`config.mk`:
```
export PLATFORM = sky130hd
export DESIGN_NAME = mult_dma
export DESIGN_NICKNAME = d
export VERILOG_FILES = /design/src/rtl/mult_pkg.sv /design/src/rtl/mult_dma_host_if.sv /design/src/rtl/mult_dma.sv
export SDC_FILE = /design/constraint.sdc
export NUM_CORES = 1
export LEC_CHECK = 0
export BUFFER_PORTS_ARGS = -buffer_cell sky130_fd_sc_hd__buf_2
export CORE_MARGIN = 2
export CORE_UTILIZATION = 32
export DETAILED_ROUTE_END_ITERATION = 8
export GPL_TIMING_DRIVEN = 0
export PLACE_DENSITY = 0.57
export SYNTH_ARGS = -nofsm -noshare
export SYNTH_HDL_FRONTEND = slang
export SYNTH_SLANG_ARGS = --single-unit
export TNS_END_PERCENT = 20
```
`constraint.sdc`:
```
create_clock -name clk_i -period 3.3 [get_ports clk_i]
set_input_delay 0.165 -clock clk_i [delete_from_list [all_inputs] [get_ports clk_i]]
set_output_delay 0.165 -clock clk_i [all_outputs]
set_load 0.01 [all_outputs]
```
`src/rtl/mult_pkg.sv`:
```
// Shared constants, register map and state encodings for the multiplier operand DMA.
package mult_pkg;

    localparam logic [31:0] MultAddrDefault = 32'h0004_0000;

    localparam logic [3:0] RegSrc  = 4'h0;
    localparam logic [3:0] RegDst  = 4'h4;
    localparam logic [3:0] RegLen  = 4'h8;
    localparam logic [3:0] RegCtrl = 4'hC;

    localparam int unsigned CtrlStart    = 0;
    localparam int unsigned CtrlIen      = 1;
    localparam int unsigned CtrlClear    = 2;
    localparam int unsigned StatBusy     = 0;
    localparam int unsigned StatIen      = 1;
    localparam int unsigned StatDone     = 2;
    localparam int unsigned StatErr      = 3;
    localparam int unsigned StatCountLsb = 16;
    localparam int unsigned StatCountW   = 16;

    typedef enum logic [2:0] {
        DmaIdle,
        DmaRdOp,
        DmaWrMul,
        DmaRdRes,
        DmaWrDst
    } dma_state_e;

    typedef enum logic [1:0] {
        HostIdle,
        HostReq,
        HostWait
    } host_state_e;

    // Byte-enable merge of a write into the current register value.
    function automatic logic [31:0] merge_be(input logic [31:0] cur, input logic [31:0] wdata,
                                             input logic [3:0] be);
        logic [31:0] res;
        res = cur;
        for (int i = 0; i < 4; i++) begin
            if (be[i]) res[8*i +: 8] = wdata[8*i +: 8];
        end
        return res;
    endfunction

endpackage

```
`src/rtl/mult_dma_host_if.sv`:
```
// Single-outstanding bus master: holds a request until granted, then waits for the response.
module mult_dma_host_if
    import mult_pkg::*;
#(
    parameter int unsigned DataWidth    = 32,
    parameter int unsigned AddressWidth = 32
) (
    input  logic                      clk_i,
    input  logic                      rst_ni,
    input  logic                      cmd_valid,
    input  logic [AddressWidth-1:0]   cmd_addr,
    input  logic                      cmd_we,
    input  logic [DataWidth-1:0]      cmd_wdata,
    output logic                      rsp_valid_c,
    output logic [DataWidth-1:0]      rsp_rdata_c,
    output logic                      rsp_err_c,
    output logic                      host_req,
    input  logic                      host_gnt,
    output logic [AddressWidth-1:0]   host_addr,
    output logic                      host_we,
    output logic [DataWidth/8-1:0]    host_be,
    output logic [DataWidth-1:0]      host_wdata,
    input  logic                      host_rvalid,
    input  logic [DataWidth-1:0]      host_rdata,
    input  logic                      host_err
);

    host_state_e               state_q, state_d;
    logic                      req_d;
    logic [AddressWidth-1:0]   addr_d;
    logic                      we_d;
    logic [DataWidth-1:0]      wdata_d;
    logic                      accept_c;

    // A new command may chain onto the cycle its predecessor's response arrives.
    assign accept_c    = cmd_valid && ((state_q == HostIdle) ||
                                       ((state_q == HostWait) && host_rvalid));
    assign rsp_valid_c = (state_q == HostWait) && host_rvalid;
    assign rsp_rdata_c = host_rdata;
    assign rsp_err_c   = host_err;
    assign host_be     = {(DataWidth/8){1'b1}};

    // Next-state and request payload.
    always_comb begin
        state_d = state_q;
        req_d   = host_req;
        addr_d  = host_addr;
        we_d    = host_we;
        wdata_d = host_wdata;
        case (state_q)
            HostIdle: ;
            HostReq: begin
                if (host_gnt) begin
                    state_d = HostWait;
                    req_d   = 1'b0;
                end
            end
            HostWait: begin
                if (host_rvalid) state_d = HostIdle;
            end
            default: state_d = HostIdle;
        endcase
        if (accept_c) begin
            state_d = HostReq;
            req_d   = 1'b1;
            addr_d  = cmd_addr;
            we_d    = cmd_we;
            wdata_d = cmd_wdata;
        end
    end

    // State and registered master outputs.
    always_ff @(posedge clk_i or negedge rst_ni) begin
        if (!rst_ni) begin
            state_q    <= HostIdle;
            host_req   <= 1'b0;
            host_addr  <= '0;
            host_we    <= 1'b0;
            host_wdata <= '0;
        end else begin
            state_q    <= state_d;
            host_req   <= req_d;
            host_addr  <= addr_d;
            host_we    <= we_d;
            host_wdata <= wdata_d;
        end
    end

endmodule

```
`src/rtl/mult_dma.sv`:
```
// Operand feeder: streams packed operand words through the multiplier into a destination array.
module mult_dma
    import mult_pkg::*;
#(
    parameter int unsigned DataWidth          = 32,
    parameter int unsigned AddressWidth       = 32,
    parameter logic [AddressWidth-1:0] MultAddr = AddressWidth'(MultAddrDefault),
    parameter int unsigned LenWidth           = 16
) (
    input  logic                      clk_i,
    input  logic                      rst_ni,
    input  logic                      dma_req_i,
    input  logic [AddressWidth-1:0]   dma_addr_i,
    input  logic                      dma_we_i,
    input  logic [DataWidth/8-1:0]    dma_be_i,
    input  logic [DataWidth-1:0]      dma_wdata_i,
    output logic                      dma_rvalid_o,
    output logic [DataWidth-1:0]      dma_rdata_o,
    output logic                      dma_err_o,
    output logic                      host_req_o,
    input  logic                      host_gnt_i,
    output logic [AddressWidth-1:0]   host_addr_o,
    output logic                      host_we_o,
    output logic [DataWidth/8-1:0]    host_be_o,
    output logic [DataWidth-1:0]      host_wdata_o,
    input  logic                      host_rvalid_i,
    input  logic [DataWidth-1:0]      host_rdata_i,
    input  logic                      host_err_i,
    output logic                      irq_o
);

    localparam logic [AddressWidth-1:0] PtrStep = AddressWidth'(4);

    dma_state_e                state_q, state_d;
    logic [AddressWidth-1:0]   src_q, src_d, dst_q, dst_d;
    logic [AddressWidth-1:0]   src_ptr_q, src_ptr_d, dst_ptr_q, dst_ptr_d;
    logic [LenWidth-1:0]       len_q, len_d, cnt_q, cnt_d;
    logic                      ien_q, ien_d, done_q, done_d, err_q, err_d, irq_d;
    logic                      cmd_valid_c, cmd_we_c;
    logic [AddressWidth-1:0]   cmd_addr_c;
    logic [DataWidth-1:0]      cmd_wdata_c;
    logic                      rsp_valid_c, rsp_err_c;
    logic [DataWidth-1:0]      rsp_rdata_c;
    logic                      slv_hit_c, slv_wr_c, busy_c;
    logic [3:0]                slv_off_c;
    logic [DataWidth-1:0]      slv_rdata_c, status_c;

    // Only the four word registers at the bottom of the window decode.
    assign slv_off_c = dma_addr_i[3:0];
    assign slv_hit_c = (dma_addr_i[AddressWidth-1:4] == '0) && (dma_addr_i[1:0] == 2'b00);
    assign slv_wr_c  = dma_req_i && dma_we_i && slv_hit_c;
    assign busy_c    = (state_q != DmaIdle);

    mult_dma_host_if #(
        .DataWidth   (DataWidth),
        .AddressWidth(AddressWidth)
    ) u_host_if (
        .clk_i      (clk_i),
        .rst_ni     (rst_ni),
        .cmd_valid  (cmd_valid_c),
        .cmd_addr   (cmd_addr_c),
        .cmd_we     (cmd_we_c),
        .cmd_wdata  (cmd_wdata_c),
        .rsp_valid_c(rsp_valid_c),
        .rsp_rdata_c(rsp_rdata_c),
        .rsp_err_c  (rsp_err_c),
        .host_req   (host_req_o),
        .host_gnt   (host_gnt_i),
        .host_addr  (host_addr_o),
        .host_we    (host_we_o),
        .host_be    (host_be_o),
        .host_wdata (host_wdata_o),
        .host_rvalid(host_rvalid_i),
        .host_rdata (host_rdata_i),
        .host_err   (host_err_i)
    );

    // Status word and slave read mux.
    always_comb begin
        status_c                             = '0;
        status_c[StatBusy]                   = busy_c;
        status_c[StatIen]                    = ien_q;
        status_c[StatDone]                   = done_q;
        status_c[StatErr]                    = err_q;
        status_c[StatCountLsb +: StatCountW] = StatCountW'(cnt_q);
        slv_rdata_c = '0;
        if (slv_hit_c) begin
            case (slv_off_c)
                RegSrc:  slv_rdata_c = DataWidth'(src_q);
                RegDst:  slv_rdata_c = DataWidth'(dst_q);
                RegLen:  slv_rdata_c = DataWidth'(len_q);
                RegCtrl: slv_rdata_c = status_c;
                default: slv_rdata_c = '0;
            endcase
        end
    end

    // Register writes, transfer sequencing and next command issue.
    always_comb begin
        state_d     = state_q;
        src_d       = src_q;
        dst_d       = dst_q;
        len_d       = len_q;
        src_ptr_d   = src_ptr_q;
        dst_ptr_d   = dst_ptr_q;
        cnt_d       = cnt_q;
        ien_d       = ien_q;
        done_d      = done_q;
        err_d       = err_q;
        irq_d       = 1'b0;
        cmd_valid_c = 1'b0;
        cmd_addr_c  = '0;
        cmd_we_c    = 1'b0;
        cmd_wdata_c = '0;

        if (slv_wr_c && !busy_c) begin
            case (slv_off_c)
                RegSrc:  src_d = AddressWidth'(merge_be(32'(src_q), dma_wdata_i, dma_be_i));
                RegDst:  dst_d = AddressWidth'(merge_be(32'(dst_q), dma_wdata_i, dma_be_i));
                RegLen:  len_d = LenWidth'(merge_be(32'(len_q), dma_wdata_i, dma_be_i));
                default: ;
            endcase
        end

        if (slv_wr_c && (slv_off_c == RegCtrl) && dma_be_i[0]) begin
            ien_d = dma_wdata_i[CtrlIen];
            if (dma_wdata_i[CtrlClear]) begin
                done_d = 1'b0;
                err_d  = 1'b0;
            end
            if (dma_wdata_i[CtrlStart] && !busy_c) begin
                if (len_q != '0) begin
                    src_ptr_d   = src_q;
                    dst_ptr_d   = dst_q;
                    cnt_d       = len_q;
                    done_d      = 1'b0;
                    err_d       = 1'b0;
                    state_d     = DmaRdOp;
                    cmd_valid_c = 1'b1;
                    cmd_addr_c  = src_q;
                end else begin
                    done_d = 1'b1;
                end
            end
        end

        if (rsp_valid_c) begin
            if (rsp_err_c) begin
                state_d = DmaIdle;
                err_d   = 1'b1;
                done_d  = 1'b0;
            end else begin
                case (state_q)
                    DmaRdOp: begin
                        state_d     = DmaWrMul;
                        cmd_valid_c = 1'b1;
                        cmd_addr_c  = MultAddr;
                        cmd_we_c    = 1'b1;
                        cmd_wdata_c = rsp_rdata_c;
                    end
                    DmaWrMul: begin
                        state_d     = DmaRdRes;
                        cmd_valid_c = 1'b1;
                        cmd_addr_c  = MultAddr;
                    end
                    DmaRdRes: begin
                        state_d     = DmaWrDst;
                        cmd_valid_c = 1'b1;
                        cmd_addr_c  = dst_ptr_q;
                        cmd_we_c    = 1'b1;
                        cmd_wdata_c = rsp_rdata_c;
                    end
                    DmaWrDst: begin
                        src_ptr_d = src_ptr_q + PtrStep;
                        dst_ptr_d = dst_ptr_q + PtrStep;
                        cnt_d     = cnt_q - LenWidth'(1);
                        if (cnt_q != LenWidth'(1)) begin
                            state_d     = DmaRdOp;
                            cmd_valid_c = 1'b1;
                            cmd_addr_c  = src_ptr_q + PtrStep;
                        end else begin
                            state_d = DmaIdle;
                            done_d  = 1'b1;
                        end
                    end
                    default: state_d = DmaIdle;
                endcase
            end
        end

        irq_d = ien_d && (done_d || err_d);
    end

    // Control state, configuration and working registers.
    always_ff @(posedge clk_i or negedge rst_ni) begin
        if (!rst_ni) begin
            state_q   <= DmaIdle;
            src_q     <= '0;
            dst_q     <= '0;
            len_q     <= '0;
            src_ptr_q <= '0;
            dst_ptr_q <= '0;
            cnt_q     <= '0;
            ien_q     <= 1'b0;
            done_q    <= 1'b0;
            err_q     <= 1'b0;
            irq_o     <= 1'b0;
        end else begin
            state_q   <= state_d;
            src_q     <= src_d;
            dst_q     <= dst_d;
            len_q     <= len_d;
            src_ptr_q <= src_ptr_d;
            dst_ptr_q <= dst_ptr_d;
            cnt_q     <= cnt_d;
            ien_q     <= ien_d;
            done_q    <= done_d;
            err_q     <= err_d;
            irq_o     <= irq_d;
        end
    end

    // Slave response one cycle after each request.
    always_ff @(posedge clk_i or negedge rst_ni) begin
        if (!rst_ni) begin
            dma_rvalid_o <= 1'b0;
            dma_rdata_o  <= '0;
            dma_err_o    <= 1'b0;
        end else begin
            dma_rvalid_o <= dma_req_i;
            if (dma_req_i) begin
                dma_rdata_o <= slv_rdata_c;
                dma_err_o   <= !slv_hit_c;
            end
        end
    end

endmodule

```
==> results of run 1 <==
==> worst max path at each step <==
stage                                     start                                   to  cells after the start
6_report                  len_q[11]$_DFFE_PN0P_               src_ptr_q[6]$_DFF_PN0_                      8
5_1_grt                  state_q[1]$_DFFE_PN0P_  u_host_if.host_addr[21]$_DFFE_PN0P_                      8
4_1_cts                   len_q[11]$_DFFE_PN0P_              dst_ptr_q[15]$_DFF_PN0_                      8
3_5_place_dp   u_host_if.state_q[0]$_DFFE_PN0P_  u_host_if.host_addr[21]$_DFFE_PN0P_                      9
3_3_place_gp                             rst_ni  u_host_if.host_addr[21]$_DFFE_PN0P_                      1
2_1_floorplan            state_q[2]$_DFFE_PN0P_  u_host_if.host_wdata[0]$_DFFE_PN0P_                      9
==> report_power, final <==
group | switching (W) | internal (W) | total, W
Sequential | 0.0000517 | 0.00338 | 0.00343
Combinational | 0.000309 | 0.000231 | 0.000539
Clock | 0.00141 | 0.00202 | 0.00343
Total | 0.00177 | 0.00563 | 0.00740
==> worst reg2reg max path, stage by stage (launching register included) <==
cell	delay [ns]
dfrtp_1	0.50
nor4_1	0.44
nand4_1	0.32
or4b_1	0.25
buf_2	0.25
clkbuf_1	0.50
clkbuf_1	0.59
o22ai_1	0.17
nor2_1	0.15
==> synthesized netlist by cell type (all sizes together) (32+ instances only) <==
cell type	number
a21oi	100
a22o	35
buf	40
clkbuf	52
dfrtp	269
inv	52
mux2	80
mux2i	32
nand2	123
nand3	32
nor2	155
o21ai	54
o22ai	52
==> metal layers <==
| layer | GRT usage, % | vias to the layer above | routed length, um |
|---|---|---|---|
| li1 | - | 5598 | - |
| met1 | 30.1 | 6077 | 21100 |
| met2 | 35.6 | 522 | 22700 |
| met3 | 4.58 | 120 | 3650 |
| met4 | 7.96 | 2 | 1840 |
| met5 | 0 | - | 15 |
==> logic make-up after synthesis <==
family,Yosys count,synth area share [%]
AOI/OAI and AO/OA,346,16.5
xor gates and xnor gates,27,1.76
adders and majority gates,4,0.371
buffers and inverters,144,4.41
DFF,269,50.0
muxes,116,9.73
other,1,0.0278
and+or+nand+nor,470,17.3
==> flip-flops by register name, indices dropped and copies added, names as in the netlist, 2 cells and up <==
register / count
state_q: 3
dma_rdata_o: 32
src_ptr_q: 32
u_host_if.state_q: 2
dst_q: 32
src_q: 32
u_host_if.host_addr: 32
cnt_q: 16
u_host_if.host_wdata: 32
len_q: 16
dst_ptr_q: 32
==> final cells by class <==
| type | instances | area [um2] |
|---|---|---|
| buffer | 92 | 418 |
| clock buffer | 44 | 895 |
| clock inverter | 11 | 105 |
| fill | 4211 | 24800 |
| inverter | 52 | 195 |
| multi-input combinational | 967 | 6190 |
| sequential | 269 | 6730 |
| tap | 539 | 674 |
| timing repair buffer | 279 | 1800 |
==> metrics by stage <==
| stage | power, W | cells | cell area, um2 |
|---|---|---|---|
| global route | 0.00768 | 2253 | 17000 |
| floorplan | 0.00366 | 1380 | 13500 |
| CTS | 0.00748 | 2253 | 17000 |
| global placement | 0.00394 | 2126 | 15200 |
| finish | 0.00740 | 2253 | 17000 |
| detailed placement | 0.00396 | 2128 | 15300 |
==> repair_timing <==
item / in CTS / in global routing
hold endpoints to repair: 186 / 0
setup endpoints to repair: 28 / 108
hold buffers: 70 / 0
gates resized for setup: 3 / 23
setup buffers: 0 / 0
cloned: 0 / 0
==> results.sh, run 1 <==
export IMPL_critical_path_max_fanout=10
export IMPL_cap_violations=0
export IMPL_gr_total_overflow=0
export IMPL_ir_drop_mv=0.364
export IMPL_clock_skew_ns=0.0255
export IMPL_status="completed"
export IMPL_syn_area_mm2=0.0135
export IMPL_grt_pass1_vias=12400
export IMPL_core_mm2=0.0418
export IMPL_cts_tree="built"
export IMPL_min_to="dma_err_o$_DFFE_PN0P_"
export IMPL_cts_max_level=1
export IMPL_yosysTopAreaCell="dfrtp_1"
export IMPL_min_path_cells=3
export IMPL_track_usage_pct=22.3
export IMPL_hp_class="primary input to register"
export IMPL_ys_seq_area_share_pct=50.0
export IMPL_num_vias=12300
export IMPL_synth_ff_type="dfrtp_1"
export IMPL_final_max_slew_violation_count=0
export IMPL_grt_start_max_net_pins=117
export IMPL_rsz0062_at_grt="yes"
export IMPL_drc=0
export IMPL_cts_buffers=30
export IMPL_tns_ns=0
export IMPL_synth_area_leaders="dfrtp_1 (50%), mux2_2 (6.6%), nor2_1 (4.2%)"
export IMPL_clk_latency_ns=0.58
export IMPL_portBuffers=207
export IMPL_synth_edf_count=0
export IMPL_drt_total_wl_um=49400
export IMPL_final_common_cell="dfrtp_1"
export IMPL_final_core_util_pct=40.7
export IMPL_synth_async_reset_ratio_pct=100
export IMPL_crit_slowest_cell="clkbuf_1"
export IMPL_post_route_period_util_pct=98.6
export IMPL_yosysTopAreaCellShare_pct=50.0
export IMPL_fp_row_count=75
export IMPL_worst_ep_required_time_ns=3.79
export IMPL_worstSetupPathType="register to register"
export IMPL_final_nets=1802
export IMPL_setup_slack_ns=0.0473
export IMPL_die_area_mm2=0.0438
export IMPL_cts_root_buf="clkbuf_16"
export IMPL_crit_arrival_ns=3.75
export IMPL_netlist_instances=1377
export IMPL_gp_congestion=0.947
export IMPL_ff2ff_path_depth=8
export IMPL_hold_viol=0
export IMPL_io_pins=212
export IMPL_cp_end_kind="register"
export IMPL_synth_cell_type_count=68
export IMPL_die_w_um=209
export IMPL_ant_nets=0
export IMPL_die_h_um=209
export IMPL_grt_first_pass_wirelength_um=75000
export IMPL_path_cells="nor4_1 > nand4_1 > or4b_1 > buf_2 > clkbuf_1 > clkbuf_1 > o22ai_1 > nor2_1"
export IMPL_crit_path_max_incr_delay_ns=0.59
export IMPL_clock_fmax_mhz=307
export IMPL_first_iter_violations=1029
export IMPL_maxSlewHeadroom_pct=4.65
export IMPL_avgRoutedWirePerCell_um=21.9
export IMPL_drive_gt1_share_pct=23.5
export IMPL_diodes=0
export IMPL_p_leak_nw=7.84
export IMPL_antenna_found_initial=1
export IMPL_cts_sinks=269
export IMPL_worst_path_buf_inv=3
export IMPL_whs_ns=0.0239
export IMPL_critPathTopFamily="buffers and inverters"
export IMPL_setup_violations=0
export IMPL_cpMostUsedCell="clkbuf_1"
export IMPL_clkTransAtPathRegs_ns=0.06
export IMPL_hp_start="dma_req_i"
export IMPL_reg2reg_from="len_q[11]$_DFFE_PN0P_"
export IMPL_post_route_min_period_ns=3.25
export IMPL_synth_seq_cells=269
export IMPL_viasPerCell=5.47
export IMPL_worst_slew_pin_slew_ns=1.43
export IMPL_area_growth_pct=26.2
export IMPL_critPathLaunchType="register"
export IMPL_dp_hpwl_um=36100
export IMPL_pre_cts_slack_ns=-0.255
export IMPL_drtPass1Iterations=5
export IMPL_r2r_end="src_ptr_q[6]$_DFF_PN0_"
export IMPL_regToRegSetupSlack_ns=0.05
export IMPL_clk_path_buf_depth=3
export IMPL_powerDensity_mw_per_mm2=435
export IMPL_start_util_pct=32.3
export IMPL_avgSynthCellArea_um2=9.79
export IMPL_yosys_warnings=0
export IMPL_final_cell_mix="dfrtp_1 (269), buf_2 (226), nor2_1 (152)"
Power figures use the tool's default switching activity.
==> run 2, diff against run 1 <==
ABC_AREA = 1   (was unset)
==> run 2 against run 1 <==
Compared with the run above:
- combinational power is 16% lower
- clock power rose by 5%
- worst hold slack improved by 0.065 ns
- largest power group is now clock
==> results.sh, run 2 <==
export IMPL_path_cells="inv_2 > nand2_1 > nor2_2 > nand2_1 > a21oi_2 > nand4_2 > clkbuf_1 > nor2_1 > o21ai_1"
export IMPL_cts_root_buf="clkbuf_16"
export IMPL_ys_seq_area_share_pct=46.5
export IMPL_post_cts_buffers=0
export IMPL_yosysTopAreaCell="dfrtp_1"
export IMPL_synth_async_reset_ratio_pct=100
export IMPL_critical_path_max_fanout=10
export IMPL_synth_common_cells="nand2_1 (646), dfrtp_1 (269), nor2_1 (241)"
export IMPL_avgSynthCellArea_um2=7.11
export IMPL_syn_area_mm2=0.0145
export IMPL_final_cell_mix="nand2_1 (646), dfrtp_1 (269), nor2_1 (241)"
export IMPL_worst_path_buf_inv=2
export IMPL_regToRegSetupSlack_ns=0.29
export IMPL_clock_skew_ns=0.0307
export IMPL_setup_slack_ns=0.294
export IMPL_yosysTopAreaCellShare_pct=46.5
export IMPL_yosys_warnings=0
export IMPL_ff2ff_path_depth=9
export IMPL_drtPass1Iterations=8
export IMPL_drt_total_wl_um=57600
export IMPL_worst_slew_pin_slew_ns=0.813
export IMPL_viasPerCell=5.10
export IMPL_track_usage_pct=24.5
export IMPL_gp_congestion=0.993
export IMPL_die_area_mm2=0.0469
export IMPL_dp_hpwl_um=44500
export IMPL_synth_area_leaders="dfrtp_1 (47%), nand2_1 (17%), o21ai_0 (7.4%)"
export IMPL_io_pins=212
export IMPL_final_max_slew_violation_count=0
export IMPL_cap_violations=0
export IMPL_whs_ns=0.0893
export IMPL_fp_row_count=77
export IMPL_drc=0
export IMPL_gr_total_overflow=0
export IMPL_netlist_instances=2034
export IMPL_synth_seq_cells=269
export IMPL_hp_start="dma_addr_i[27]"
export IMPL_p_leak_nw=9.09
export IMPL_cp_depth=9
export IMPL_clk_latency_ns=0.59
export IMPL_crit_path_max_incr_delay_ns=0.52
export IMPL_hp_class="primary input to register"
export IMPL_cp_end_kind="register"
export IMPL_post_route_period_util_pct=91.1
export IMPL_final_common_cell="nand2_1"
export IMPL_clock_fmax_mhz=333
export IMPL_final_nets=2459
export IMPL_synth_edf_count=0
export IMPL_cts_tree="built"
export IMPL_worstSetupPathType="register to register"
export IMPL_ir_drop_mv=0.309
export IMPL_die_h_um=217
export IMPL_hold_viol=0
export IMPL_diodes=0
export IMPL_grt_start_max_net_pins=98
export IMPL_min_to="dma_err_o$_DFFE_PN0P_"
export IMPL_synth_ff_type="dfrtp_1"
export IMPL_clk_path_buf_depth=3
export IMPL_cts_buffers=31
export IMPL_crit_start="state_q[0]$_DFFE_PN0P_"
export IMPL_first_iter_violations=1486
export IMPL_rsz0062_at_grt="no"
export IMPL_cts_sinks=269
export IMPL_crit_arrival_ns=3.45
export IMPL_start_util_pct=32.6
export IMPL_grt_pass1_vias=14600
export IMPL_reg2reg_from="state_q[0]$_DFFE_PN0P_"
export IMPL_cts_max_level=1
export IMPL_drive_gt1_share_pct=13.3
export IMPL_synth_most_common_cell="nand2_1"
export IMPL_status="completed"
export IMPL_avgRoutedWirePerCell_um=19.4
export IMPL_crit_slowest_cell="nor2_1"
export IMPL_portBuffers=207
export IMPL_antenna_found_initial=0
export IMPL_pre_cts_slack_ns=0.373
export IMPL_post_route_min_period_ns=3.01
export IMPL_worst_ep_required_time_ns=3.74
export IMPL_die_w_um=217
export IMPL_r2r_end="dst_ptr_q[24]$_DFF_PN0_"
export IMPL_clkTransAtPathRegs_ns=0.06
export IMPL_powerDensity_mw_per_mm2=409
export IMPL_ant_nets=0
export IMPL_core_mm2=0.0444
export IMPL_grt_first_pass_wirelength_um=88000
export IMPL_cpMostUsedCell="nand2_1"
export IMPL_synth_cell_type_count=41
export IMPL_postCtsResizedCells=0
export IMPL_min_path_cells=7
export IMPL_critPathLaunchType="register"
export IMPL_area_growth_pct=25.0
export IMPL_num_vias=15100
export IMPL_final_core_util_pct=40.7
export IMPL_setup_violations=0
export IMPL_critPathTopFamily="simple AND/OR/NAND/NOR gates"
export IMPL_maxSlewHeadroom_pct=45.8
run 2: cell types whose count changed after synthesis, moves of 20 or more:
cell,change
nand3_1,+91
mux2i_1,-32
a22o_1,-30
o22ai_1,-35
a31oi_1,-20
o21ai_0,+160
a21oi_1,-56
nor2_1,+89
nand2_1,+523
inv_1,+166
mux2_2,-79
a22oi_1,-21
o21ai_1,+56
run 2: how the worst max path moves through the flow:
stage	slack [ns]	end
floorplan	1.48	u_host_if.host_wdata[21]$_DFFE_PN0P_
global placement	-3.16	dma_rdata_o[13]$_DFFE_PN0P_
detailed placement	0.37	dst_ptr_q[24]$_DFF_PN0_
CTS	0.37	dst_ptr_q[24]$_DFF_PN0_
global route	0.20	dst_ptr_q[24]$_DFF_PN0_
finish	0.29	dst_ptr_q[24]$_DFF_PN0_
run 2: report_power, final:
group / total [W] / leakage (nW) / switching (W) / internal (W)
sequential: 0.00335 / 3.58 / 0.0000238 / 0.00332
combinational: 0.000452 / 4.99 / 0.000275 / 0.000177
clock: 0.00360 / 0.515 / 0.00149 / 0.00211
run 2: metal layers:
| metal | global-route usage [%] | vias up | part of all wire [%] |
|---|---|---|---|
| li1 | - | 7134 | - |
| met5 | 0 | - | 0 |
| met1 | 32.4 | 7197 | 42 |
| met3 | 3.33 | 117 | 6.7 |
| met4 | 10.3 | 0 | 4.3 |
| met2 | 40.2 | 656 | 47 |
run 2: cell families (layout without fill, tap and decap cells):
| family | after synthesis | count (layout) | share of synthesized area, % |
|---|---|---|---|
| fa+ha+maj | 4 | 4 | 0.346 |
| flops | 269 | 269 | 46.5 |
| compound gates | 371 | 371 | 13.9 |
| xor+xnor | 17 | 17 | 1.03 |
| buf+inv | 313 | 648 | 8.65 |
| simple gates | 1059 | 1059 | 29.5 |
| other cells | 1 | 4 | 0.0259 |
run 2: layout make-up:
class | instances | area [um2]
clock buffer | 43 | 921
multi-input combinational | 1455 | 6500
inverter | 228 | 856
tap | 592 | 741
clock inverter | 14 | 151
sequential | 269 | 6730
buffer | 85 | 395
timing repair buffer | 278 | 1790
fill | 4597 | 26300
run 2: timing repair:
item | in CTS | in global routing
setup endpoints to repair | 0 | 0
hold buffers | 69 | 0
endpoints found under the hold margin | 217 | 0
run 2: tightest hold or removal path, cell delays in order:
cell and delay (ns):
buf_2 0.07, nor2_1 0.04, nand2_1 0.05, nor2_1 0.03, nand2_1 0.09, nor2_4 0.07
nor2_1 0.09
run 2: through the flow:
step	instance area [um2]	setup TNS, ns	cells	total power (W)
6_report	18100	0	2964	0.00740
3_5_place_dp	16300	0	2838	0.00379
3_3_place_gp	16300	-840.81	2836	0.00378
5_1_grt	18100	0	2964	0.00765
4_1_cts	18100	0	2964	0.00747
2_1_floorplan	14500	0	2037	0.00357
